===== src/rtl/mem_arb_pkg.sv =====
// Shared constants and types for the data-memory arbiter.
package mem_arb_pkg;

  localparam int unsigned DEF_ADDR_W = 11;
  localparam int unsigned DEF_DATA_W = 32;
  localparam int unsigned DEF_CNT_W  = 16;

  // Which requester owns the read response arriving next cycle.
  typedef enum logic [1:0] {
    OWN_NONE = 2'd0,
    OWN_A    = 2'd1,
    OWN_B    = 2'd2
  } owner_e;

  localparam logic PORT_A = 1'b0;
  localparam logic PORT_B = 1'b1;

endpackage


===== src/rtl/rr_arb2.sv =====
// Two-way round-robin arbiter; priority flips only when both sides request.
module rr_arb2
  import mem_arb_pkg::*;
(
  input  logic clk,
  input  logic resetn,
  input  logic req_a,
  input  logic req_b,
  output logic gnt_a,
  output logic gnt_b
);

  logic prio_q, prio_d;

  always_comb begin
    gnt_a  = req_a & (~req_b | (prio_q == PORT_A));
    gnt_b  = req_b & (~req_a | (prio_q == PORT_B));
    prio_d = prio_q;
    if (req_a & req_b) begin
      prio_d = gnt_a ? PORT_B : PORT_A;
    end
  end

  always_ff @(posedge clk or negedge resetn) begin
    if (!resetn) begin
      prio_q <= PORT_A;
    end else begin
      prio_q <= prio_d;
    end
  end

endmodule


===== src/rtl/mem_arbiter.sv =====
// Shares one sync-read/one-write data memory between fetch (A) and load/store (B),
// with round-robin reads and same-cycle write-to-read forwarding.
module mem_arbiter
  import mem_arb_pkg::*;
#(
  parameter int unsigned ADDR_W = DEF_ADDR_W,
  parameter int unsigned DATA_W = DEF_DATA_W,
  parameter int unsigned CNT_W  = DEF_CNT_W
) (
  input  logic              clk,
  input  logic              resetn,
  input  logic              a_req,
  input  logic [ADDR_W-1:0] a_addr,
  output logic              a_ready,
  output logic              a_rvalid,
  output logic [DATA_W-1:0] a_rdata,
  input  logic              b_req,
  input  logic              b_we,
  input  logic [ADDR_W-1:0] b_addr,
  input  logic [DATA_W-1:0] b_wdata,
  output logic              b_ready,
  output logic              b_rvalid,
  output logic [DATA_W-1:0] b_rdata,
  output logic [ADDR_W-1:0] mem_w_adrs,
  output logic [ADDR_W-1:0] mem_r_adrs,
  output logic [DATA_W-1:0] mem_data_in,
  output logic              mem_w_en,
  output logic              mem_r_en,
  input  logic [DATA_W-1:0] mem_data_out,
  output logic [CNT_W-1:0]  conflict_cnt
);

  localparam logic [CNT_W-1:0] CntMax = '1;

  logic ra, rb, wr;
  logic gnt_a, gnt_b;

  owner_e            owner_q, owner_d;
  logic              fwd_hit_q, fwd_hit_d;
  logic [DATA_W-1:0] fwd_data_q, fwd_data_d;
  logic [CNT_W-1:0]  cnt_q, cnt_d;
  logic [DATA_W-1:0] resp_data;

  // Requests are masked by resetn so nothing is granted while reset is held.
  assign ra = a_req & resetn;
  assign rb = b_req & ~b_we & resetn;
  assign wr = b_req & b_we & resetn;

  rr_arb2 u_rr_arb2 (
    .clk    (clk),
    .resetn (resetn),
    .req_a  (ra),
    .req_b  (rb),
    .gnt_a  (gnt_a),
    .gnt_b  (gnt_b)
  );

  always_comb begin
    a_ready     = gnt_a;
    b_ready     = gnt_b | wr;
    mem_r_en    = gnt_a | gnt_b;
    mem_r_adrs  = '0;
    if (gnt_a) begin
      mem_r_adrs = a_addr;
    end else if (gnt_b) begin
      mem_r_adrs = b_addr;
    end
    mem_w_en    = wr;
    mem_w_adrs  = wr ? b_addr : '0;
    mem_data_in = wr ? b_wdata : '0;
  end

  always_comb begin
    owner_d = OWN_NONE;
    if (gnt_a) begin
      owner_d = OWN_A;
    end else if (gnt_b) begin
      owner_d = OWN_B;
    end
    // Memory returns pre-write data on a same-address collision; capture the new value.
    fwd_hit_d  = mem_w_en & mem_r_en & (mem_w_adrs == mem_r_adrs);
    fwd_data_d = mem_data_in;
    cnt_d      = cnt_q;
    if (ra & rb && cnt_q != CntMax) begin
      cnt_d = cnt_q + 1'b1;
    end
  end

  always_ff @(posedge clk or negedge resetn) begin
    if (!resetn) begin
      owner_q    <= OWN_NONE;
      fwd_hit_q  <= 1'b0;
      fwd_data_q <= '0;
      cnt_q      <= '0;
    end else begin
      owner_q    <= owner_d;
      fwd_hit_q  <= fwd_hit_d;
      fwd_data_q <= fwd_data_d;
      cnt_q      <= cnt_d;
    end
  end

  always_comb begin
    resp_data = fwd_hit_q ? fwd_data_q : mem_data_out;
    a_rvalid  = (owner_q == OWN_A);
    b_rvalid  = (owner_q == OWN_B);
    a_rdata   = a_rvalid ? resp_data : '0;
    b_rdata   = b_rvalid ? resp_data : '0;
  end

  assign conflict_cnt = cnt_q;

endmodule


===== config.mk =====
export PLATFORM = sky130hd
export DESIGN_NAME = mem_arbiter
export DESIGN_NICKNAME = d
export VERILOG_FILES = /design/src/rtl/mem_arb_pkg.sv /design/src/rtl/rr_arb2.sv /design/src/rtl/mem_arbiter.sv
export SDC_FILE = /design/constraint.sdc
export NUM_CORES = 1
export LEC_CHECK = 0
export BUFFER_PORTS_ARGS = -buffer_cell sky130_fd_sc_hd__buf_2
export CAP_MARGIN = 10
export CELL_PAD_IN_SITES_DETAIL_PLACEMENT = 1
export CELL_PAD_IN_SITES_GLOBAL_PLACEMENT = 1
export CORE_MARGIN = 1.5
export CORE_UTILIZATION = 30
export CTS_CLUSTER_SIZE = 12
export DETAILED_ROUTE_END_ITERATION = 10
export PLACE_DENSITY_LB_ADDON = 0.1
export SYNTH_ARGS = -nofsm -noshare
export SYNTH_HDL_FRONTEND = slang
export SYNTH_SLANG_ARGS = --single-unit

===== constraint.sdc =====
create_clock -name clk -period 2.53 [get_ports clk]
set_input_delay 0.253 -clock clk [delete_from_list [all_inputs] [get_ports clk]]
set_output_delay 0.253 -clock clk [all_outputs]
set_load 0.02 [all_outputs]

==> flow_metrics.py, run 1 <==
metrics = {
    "sta": {
        "slew_headroom_pct": 63.9,
        "max_freq_mhz": 426,
        "min_period_ps": 2350,
        "slew_violations": 0,
        "finalCritPeriodShare_pct": 92.8,
        "fin_skew_ps": 3.67,
        "final-setup-viol-count": 0,
        "rsz0062_at_grt": "no",
        "worst_pin_slew_ps": 541,
        "finalWorstSetupSlack_ps": 183,
        "whs_ps": 168,
        "tns_ps": 0,
        "hold_viol_final": 0,
    },
    "yosys": {
        "ys_seq_area_share_pct": 41.6,
        "synth_top_area_share_pct": 41.6,
        "syn_nets": 437,
        "ys.warnings.count": 0,
        "ys_top_cells_by_area": "dfrtp_1 42%, mux2i_1 10%, nor2_1 8.8%, and2_1 7.4%, nand2_1 2.3%",
        "ys_types": 54,
        "async_flop_share_pct": 100,
        "synth_most_common_cell": "nor2_1",
        "synth_common_cells": "73 x nor2_1, 52 x dfrtp_1, 37 x and2_1",
        "synth_seq_cells": 52,
        "synth_area_um2": 3130,
        "netlist_instances": 345,
        "yosysTopAreaCell": "dfrtp_1",
        "synth_edf_count": 0,
        "synth_ff_type": "dfrtp_1",
        "avgSynthCellArea_um2": 9.06,
    },
    "power": {
        "power.leakage_nw": 2.68,
        "vdd_drop_max_mv": 0.381,
        "powerDensity_nw_per_um2": 459,
    },
    "clock_tree": {
        "clock_latency_ps": 300,
        "h-tree-depth": 2,
        "cts_buffer_depth": 2,
        "cts_buffers": 5,
        "clkTransAtPathRegs_ps": 100,
        "cts_tree": "yes",
        "clockRootBuffer": "clkbuf_8",
        "cts_num_sinks": 52,
    },
    "flow_run": {
        "drv_cap": 0,
    },
    "global_route": {
        "antenna_found_initial": 0,
        "grt_overflow": 0,
        "grt_pass1_wl_um": 18300,
        "grt_usage_pct": 20.9,
        "grt_max_degree": 36,
        "first_global_vias": 3442,
    },
    "worst_setup_path": {
        "path_cells": "dlygate4sd3_1, buf_2, buf_6, and2_4, nand2_1, inv_1, a22o_1, buf_2",
        "slowest_stage": "dlygate4sd3_1",
        "worst_ep_required_time_ps": 2280,
        "ff2ff_setup_slack_ps": 670,
        "crit_path_start": "resetn",
        "cp_common_cell": "buf_2",
        "reg2reg_from": "u_rr_arb2.prio_q",
        "worst-path-stages": 8,
        "crit_buf_inv": 5,
        "crit_end": "mem_r_adrs[3]",
        "cp-start-kind": "primary input",
        "r2r_end": "fwd_hit_q",
        "worstRegToRegCells": 6,
        "crit_family": "buffers and inverters",
        "path_max_fanout": 27,
        "end_kind": "output port",
        "worstPathArrival_ps": 2090,
        "max_stage_delay_ps": 540,
        "crit_type": "primary input to output port",
    },
    "hold_path": {
        "hold_class": "primary input to register",
        "min_from": "b_wdata[18]",
    },
    "floorplan": {
        "rows": 37,
        "start_util_pct": 30.6,
        "die-area_um2": 11000,
        "die_h_um": 105,
        "die_w_um": 105,
        "io_pins": 231,
        "core_um2": 10200,
    },
    "layout": {
        "n_antenna_cell": 0,
        "fin_cells": 708,
        "area_delta_synth_final_pct": 45.2,
        "drive_gt1_share_pct": 46.3,
        "nets": 663,
        "stdcell_area_um2": 4540,
    },
    "placed_design": {
        "dp_hpwl_um": 9430,
        "place_ws_ps": 542,
        "placed_area_um2": 4430,
        "gp_congestion": 0.862,
        "dp.cells": 699,
        "portBuffers": 230,
    },
    "drt": {
        "firstDrtPassIters": 4,
        "antenna_left": 0,
        "drt-total-wl_um": 11700,
        "drt-initial-drc-count": 155,
        "wire_per_inst_um": 16.5,
        "drc": 0,
        "vias": 3377,
        "vias_per_cell": 4.77,
    },
    "outcome": {
        "status": "finished clean",
    },
}
==> layout make-up <==
cell class	count	area [um2]
Clock buffer	5	68.8
Clock inverter	3	25.0
Fill cell	1327	5690
Inverter	14	52.6
Multi-Input combinational cell	258	1660
Sequential cell	52	1300
Tap cell	136	170
Timing Repair Buffer	240	1260
==> per-stage QoR <==
stage / util, % / power (W)
3_3_place_gp: 43.3 / 0.00158
5_1_grt: 44.4 / 0.00221
6_report: 44.4 / 0.00209
3_5_place_dp: 43.3 / 0.00160
2_1_floorplan: - / 0.00131
4_1_cts: 44.3 / 0.00212
==> flip-flops by register name, indices dropped and copies added (netlist names) <==
signal and cells:
conflict_cnt 16, fwd_data_q 32, fwd_hit_q 1, owner_q 2, u_rr_arb2.prio_q 1
==> power breakdown <==
part	switching (W)	internal, W
Sequential	0.0000610	0.000882
Combinational	0.000393	0.000243
Clock	0.000305	0.000203
==> repair_timing <==
| action | CTS | global route |
|---|---|---|
| hold buffers | 1 | 0 |
| resized for setup | 0 | 2 |
| buffers inserted | 0 | 0 |
| hold endpoints to repair | 17 | 0 |
| setup endpoints to repair | 0 | 5 |
==> routing by layer <==
layer	vias to the layer above	wire, um	global-route usage, %
met1	1634	4620	24.2
met2	118	6260	39.3
li1	1611	-	-
met4	0	217	5.09
met5	-	0	0
met3	14	589	3.74
==> cell usage in the layout, fill, tap and decap left out, drive strengths merged, types with 3 or more instances in the layout <==
| master | instances |
|---|---|
| a21o | 3 |
| a22o | 4 |
| a31oi | 3 |
| and2 | 39 |
| and3 | 7 |
| buf | 239 |
| clkbuf | 5 |
| dfrtp | 52 |
| inv | 16 |
| mux2i | 32 |
| nand2 | 19 |
| nand3 | 8 |
| nand4 | 5 |
| nor2 | 73 |
| nor2b | 3 |
| nor3 | 5 |
| o211ai | 3 |
| o22ai | 3 |
| or2 | 4 |
| xnor2 | 6 |
| xor2 | 8 |
==> cell families after synthesis <==
logic type | count (synthesis) | share of synthesized area [%]
AOI/OAI and AO/OA | 35 | 8.60
xor gates and xnor gates | 14 | 3.92
adders and majority gates | 1 | 0.400
buffers and inverters | 35 | 5.20
DFF | 52 | 41.6
muxes | 33 | 10.6
and+or+nand+nor | 175 | 29.7
==> worst min-delay path by stage <==
| stage | to | cells past startpoint |
|---|---|---|
| after floorplan | conflict_cnt[0] | 0 |
| after detailed placement | fwd_hit_q | 2 |
| final | fwd_data_q[18] | 2 |
| after global routing | fwd_data_q[20] | 2 |
| after CTS | fwd_data_q[18] | 2 |
| after global placement | fwd_hit_q | 2 |
(Power assumes the default switching activity.)
==> inputs of run 2 (changes only) <==
--- a/config.mk
+++ b/config.mk
@@ -7,13 +7,13 @@
 export LEC_CHECK = 0
 export BUFFER_PORTS_ARGS = -buffer_cell sky130_fd_sc_hd__buf_2
 export CAP_MARGIN = 10
-export CELL_PAD_IN_SITES_DETAIL_PLACEMENT = 1
-export CELL_PAD_IN_SITES_GLOBAL_PLACEMENT = 1
-export CORE_MARGIN = 1.5
-export CORE_UTILIZATION = 30
+export CORE_AREA = 2 2 90 92
 export CTS_CLUSTER_SIZE = 12
 export DETAILED_ROUTE_END_ITERATION = 10
-export PLACE_DENSITY_LB_ADDON = 0.1
+export DIE_AREA = 0 0 92 94
+export PLACE_DENSITY = 0.81
+export RECOVER_POWER = 100
+export SLEW_MARGIN = 20
 export SYNTH_ARGS = -nofsm -noshare
 export SYNTH_HDL_FRONTEND = slang
 export SYNTH_SLANG_ARGS = --single-unit
==> run 2 against run 1 <==
  * Sequential share of layout area increased by 1.8 points
  * Worst setup slack improved by 100 ps
  * Fmax increased by 4.4%
  * Core utilization increased by 12 points
  * Clock skew increased by 4.0 ps
  * Clock power decreased by 3%
  * Wire length decreased by 11%
  * Combinational power decreased by 7.1%
  * Sequential power decreased by 0.8%
  * First-iteration DRC count decreased by 14%
  * Cell area decreased by 6.1%
==> flow_metrics.py, run 2 (synthesis results as in run 1) <==
metrics = {
    "clock_tree": {
        "cts_buffers": 5,
        "ctsResizeCount": 0,
        "cts_setup_buffers": 0,
        "cts_buffer_depth": 2,
        "cts_tree": "yes",
        "clock_latency_ps": 300,
        "h-tree-depth": 2,
        "cts_hold_buf": 0,
        "clkTransAtPathRegs_ps": 110,
        "clockRootBuffer": "clkbuf_8",
        "cts_num_sinks": 52,
    },
    "worst_setup_path": {
        "cp-start-kind": "register",
        "ff2ff_setup_slack_ps": 500,
        "worstPathArrival_ps": 1990,
        "crit_type": "register to output port",
        "r2r_end": "conflict_cnt[1]",
        "worstRegToRegCells": 4,
        "crit_family": "flip-flops",
        "crit_buf_inv": 2,
        "slowest_stage": "dfrtp_1",
        "reg2reg_from": "conflict_cnt[4]",
        "path_max_fanout": 21,
        "max_stage_delay_ps": 770,
        "worst_ep_required_time_ps": 2280,
        "end_kind": "output port",
        "path_cells": "buf_12, mux2i_1, nor2_1, clkbuf_1",
    },
    "floorplan": {
        "die_w_um": 92,
        "start_util_pct": 41.1,
        "die_h_um": 94,
        "io_pins": 231,
        "die-area_um2": 8650,
        "rows": 32,
        "core_um2": 7610,
    },
    "drt": {
        "drt-total-wl_um": 10400,
        "vias": 3363,
        "vias_per_cell": 5.00,
        "antenna_left": 0,
        "drc": 0,
        "firstDrtPassIters": 5,
        "drt-initial-drc-count": 134,
        "wire_per_inst_um": 15.5,
    },
    "global_route": {
        "use_met2_pct": 41.9,
        "grt.met3_usage_pct": 5.30,
        "first_global_vias": 3165,
        "grt_use_met1_pct": 26.3,
        "grt_usage_pct": 22.9,
        "grt_pass1_wl_um": 15700,
        "antenna_found_initial": 3,
        "grt_max_degree": 34,
        "grt_overflow": 0,
        "top_usage_layer": "met2",
    },
    "power": {
        "powerDensity_nw_per_um2": 474,
        "power.leakage_nw": 2.10,
        "vdd_drop_max_mv": 0.524,
    },
    "hold_path": {
        "min_to": "fwd_data_q[21]",
        "hold_path_depth": 2,
        "hold_class": "primary input to register",
        "min_from": "b_wdata[21]",
    },
    "sta": {
        "worst_pin_slew_ps": 1220,
        "tns_ps": 0,
        "fin_skew_ps": 7.71,
        "slew_headroom_pct": 18.8,
        "finalCritPeriodShare_pct": 88.8,
        "slew_violations": 0,
        "max_freq_mhz": 445,
        "rsz0062_at_grt": "no",
        "min_period_ps": 2250,
        "final-setup-viol-count": 0,
        "hold_viol_final": 0,
    },
    "layout": {
        "drive_gt1_share_pct": 24.1,
        "area_delta_synth_final_pct": 36.3,
        "top_register": "fwd_data_q",
        "layout_commonest_cell": "clkbuf_1",
        "nets": 659,
        "fin_cells": 673,
        "layout_common_cells": "117 x clkbuf_1, 114 x buf_2, 73 x nor2_1, 52 x dfrtp_1, 33 x and2_0",
        "largest_reg_flops": 32,
    },
    "placed_design": {
        "dp.cells": 662,
        "portBuffers": 230,
        "gp_congestion": 0.972,
        "dp_hpwl_um": 8340,
    },
    "outcome": {
        "status": "finished clean",
    },
    "flow_run": {
        "drv_cap": 0,
    },
}
run 2: metrics by stage:
step	utilization [%]	setup slack, ps	power [W]	instance area [um2]	hold slack (ps)
2_1_floorplan	-	840	0.00131	3130	-42.6
3_3_place_gp	57.2	754	0.00155	4350	354
3_5_place_dp	57.2	683	0.00157	4350	363
4_1_cts	58.5	419	0.00207	4450	28.6
5_1_grt	56.0	144	0.00213	4260	162
6_report	56.0	282	0.00202	4260	180
run 2: worst max path at each step:
stage / start / end / depth (start not counted)
floorplan: conflict_cnt[4] / conflict_cnt[12] / 5
global placement: resetn / fwd_hit_q / 7
detailed placement: resetn / fwd_hit_q / 7
CTS: owner_q[1] / a_rdata[25] / 3
global route: owner_q[1] / a_rdata[0] / 3
finish: fwd_hit_q / a_rdata[0] / 4
run 2: routing by layer:
layer,part of all wire [%],vias up,wire (um)
met1,38,1584,3990
met4,1.8,2,191
met5,0.16,-,17
met2,52,153,5430
met3,7.8,18,814
li1,-,1606,-
run 2: cell type report:
type / instances / area, um2
fill: 770 / 3350
multi-input combinational: 258 / 1620
sequential: 52 / 1300
timing repair buffer: 236 / 1060
tap: 102 / 128
clock buffer: 5 / 68.8
inverter: 14 / 52.6
clock inverter: 3 / 27.5
antenna: 3 / 7.51
run 2: power by group:
part | leakage, nW | internal (W) | switching, W | total, W
registers | 0.699 | 0.000882 | 0.0000528 | 0.000935
clock network | 0.0463 | 0.000204 | 0.000289 | 0.000493
logic | 1.36 | 0.000204 | 0.000387 | 0.000591
==> inputs of run 3 (changes only) <==
--- a/config.mk
+++ b/config.mk
@@ -7,12 +7,16 @@
 export LEC_CHECK = 0
 export BUFFER_PORTS_ARGS = -buffer_cell sky130_fd_sc_hd__buf_2
 export CAP_MARGIN = 10
-export CORE_AREA = 2 2 90 92
+export CELL_PAD_IN_SITES_DETAIL_PLACEMENT = 2
+export CELL_PAD_IN_SITES_GLOBAL_PLACEMENT = 2
+export CORE_MARGIN = 1.5
+export CORE_UTILIZATION = 23
 export CTS_CLUSTER_SIZE = 12
 export DETAILED_ROUTE_END_ITERATION = 10
-export DIE_AREA = 0 0 92 94
-export PLACE_DENSITY = 0.81
+export GPL_TIMING_DRIVEN = 1
+export PLACE_DENSITY_LB_ADDON = 0.1
 export RECOVER_POWER = 100
+export REMOVE_ABC_BUFFERS = 1
 export SLEW_MARGIN = 20
 export SYNTH_ARGS = -nofsm -noshare
 export SYNTH_HDL_FRONTEND = slang
==> run 3 against run 2 <==
  * Via count grew 1.3%
  * Total power increased by 12%
  * Sequential share of layout area shrank 1.0 points
  * Count of clock-buffer cells in the layout unchanged
  * Combinational power rose by 2%
  * Core utilization shrank 23 points
  * Die area is 65% higher
  * Wire length grew 29%
  * Cell area up 3.6%
  * Sequential power increased by 0.6%
==> flow_metrics.py, run 3 (synthesis results as in run 1) <==
metrics = {
    "outcome": {
        "status": "finished clean",
    },
    "power": {
        "seqPwrFrac_pct": 41.6,
        "vdd_drop_max_mv": 0.277,
        "intPower_w": 0.00146,
        "p_total_w": 0.00226,
        "sw_frac_of_total_pct": 35.2,
        "pwr-share-comb_pct": 26.7,
        "power.leakage_nw": 2.08,
        "p_clk_share_pct": 31.6,
        "p_sw_w": 0.000795,
        "powerDensity_nw_per_um2": 512,
    },
    "layout": {
        "n_antenna_cell": 0,
        "largest_reg_flops": 32,
        "drive_gt1_share_pct": 21.8,
        "top_register": "fwd_data_q",
        "num-fill-cells": 1636,
        "layout_common_cells": "132 x clkbuf_1, 98 x buf_2, 73 x nor2_1, 51 x dfrtp_1",
        "utilization_pct": 33.3,
        "nets": 660,
        "stdcell_area_um2": 4410,
        "layout_commonest_cell": "clkbuf_1",
        "area_delta_synth_final_pct": 41.2,
    },
    "clock_tree": {
        "cts_tree": "yes",
        "cts_buffer_depth": 2,
        "cts_buffers": 5,
        "clockRootBuffer": "clkbuf_16",
        "cts_num_sinks": 52,
        "cts_setup_buffers": 0,
        "clock_latency_ps": 300,
        "clkTransAtPathRegs_ps": 70,
        "h-tree-depth": 2,
    },
    "worst_setup_path": {
        "worst_ep_required_time_ps": 2280,
        "end_kind": "output port",
        "slowest_stage": "dlygate4sd3_1",
        "max_stage_delay_ps": 540,
        "crit_type": "primary input to output port",
        "path_max_fanout": 21,
        "worstPathArrival_ps": 2040,
        "cp-start-kind": "primary input",
        "path_cells": "dlygate4sd3_1, buf_2, buf_4, nand3b_2, inv_2, nand2_1, o21ai_0, clkbuf_1",
    },
    "drt": {
        "wire_per_inst_um": 18.0,
        "vias_per_cell": 4.57,
        "firstDrtPassIters": 4,
        "antenna_left": 0,
        "drc": 0,
        "drt-total-wl_um": 13400,
        "vias": 3406,
        "drt-initial-drc-count": 79,
    },
    "global_route": {
        "grt_overflow": 0,
        "grt_max_degree": 46,
        "grt_usage_pct": 18.8,
        "antenna_found_initial": 0,
        "grt_pass1_wl_um": 21100,
        "first_global_vias": 3653,
    },
    "sta": {
        "final-setup-viol-count": 0,
        "tns_ps": 0,
        "slew_violations": 0,
        "hold_viol_final": 0,
        "min_period_ps": 2290,
        "slew_headroom_pct": 50.2,
        "max_freq_mhz": 436,
        "rsz0062_at_grt": "no",
        "finalCritPeriodShare_pct": 90.6,
        "fin_skew_ps": 4.84,
        "finalWorstSetupSlack_ps": 237,
        "worst_pin_slew_ps": 746,
    },
    "floorplan": {
        "core_um2": 13200,
        "die_h_um": 120,
        "start_util_pct": 23.6,
        "die-area_um2": 14300,
        "rows": 42,
        "die_w_um": 120,
        "io_pins": 231,
    },
    "placed_design": {
        "dp_hpwl_um": 10800,
        "placed_area_um2": 4470,
        "portBuffers": 230,
        "gp_congestion": 0.803,
        "place_ws_ps": 646,
    },
    "flow_run": {
        "drv_cap": 0,
    },
    "hold_path": {
        "hold_class": "primary input to register",
    },
}
==> run 3: cell count changes in the layout (fill, tap and decap cells not counted), sizes merged <==
cell         previous run  this run
dlygate4sd3             0         1
buf                   118       102
clkbuf                123       139
diode                   3         0
==> run 3: what timing repair did <==
action / 4_1_cts / 5_1_grt
gates resized for setup: 0 / 0
endpoints found under the setup margin: 0 / 0
hold buffers: 1 / 0
hold endpoints to repair: 15 / 0
==> run 3: power groups by stage <==
| stage | clock network (W) | registers [W] | logic (W) |
|---|---|---|---|
| floorplan | 0 | 0.000980 | 0.000318 |
| global placement | 0 | 0.000952 | 0.000633 |
| detailed placement | 0 | 0.000956 | 0.000648 |
| CTS | 0.000750 | 0.000941 | 0.000650 |
| global route | 0.000785 | 0.000952 | 0.000663 |
| finish | 0.000714 | 0.000941 | 0.000604 |
==> run 3: layout make-up <==
cell class              count  area, um2  area share, %
multi-input cells         258       1630           36.8
clock inverters             3       27.5          0.624
repair buffers            237       1060           24.0
clock buffers               5        125           2.83
inverters                  14       52.6           1.19
well taps                 176        220           4.99
flip-flops and latches     52       1300           29.5
==> run 3: per-stage QoR <==
stage,hold slack [ps],cells
2_1_floorplan,-42.6,324
3_3_place_gp,285,736
3_5_place_dp,295,736
4_1_cts,168,745
5_1_grt,189,745
6_report,186,745
==> run 3: path summary, 6_finish.rpt <==
path / from / cells after the start / slack, ps / to
max: resetn / 8 / 240 / mem_r_adrs[2]
min: b_wdata[14] / 2 / 190 / fwd_data_q[14]
max reg2reg: conflict_cnt[4] / 5 / 540 / conflict_cnt[11]
min reg2reg: conflict_cnt[9] / 1 / 490 / conflict_cnt[9]
max in group asynchronous: resetn / 3 / 1520 / fwd_data_q[23]
min in group asynchronous: resetn / 3 / 540 / u_rr_arb2.prio_q
==> run 3: critical path, delay by kind of cell <==
family,cells,cell delay [ps]
buffers and inverters,5,1440
AOI/OAI and AO/OA,1,70
and+or+nand+nor,2,260
==> run 3: layer usage <==
metal	global-route usage [%]	vias up	share of wire, %
li1	-	1606	-
met1	22.3	1658	41
met2	34.6	128	52
met3	3.90	14	6.3
met4	4.61	0	1.6
met5	0	-	0
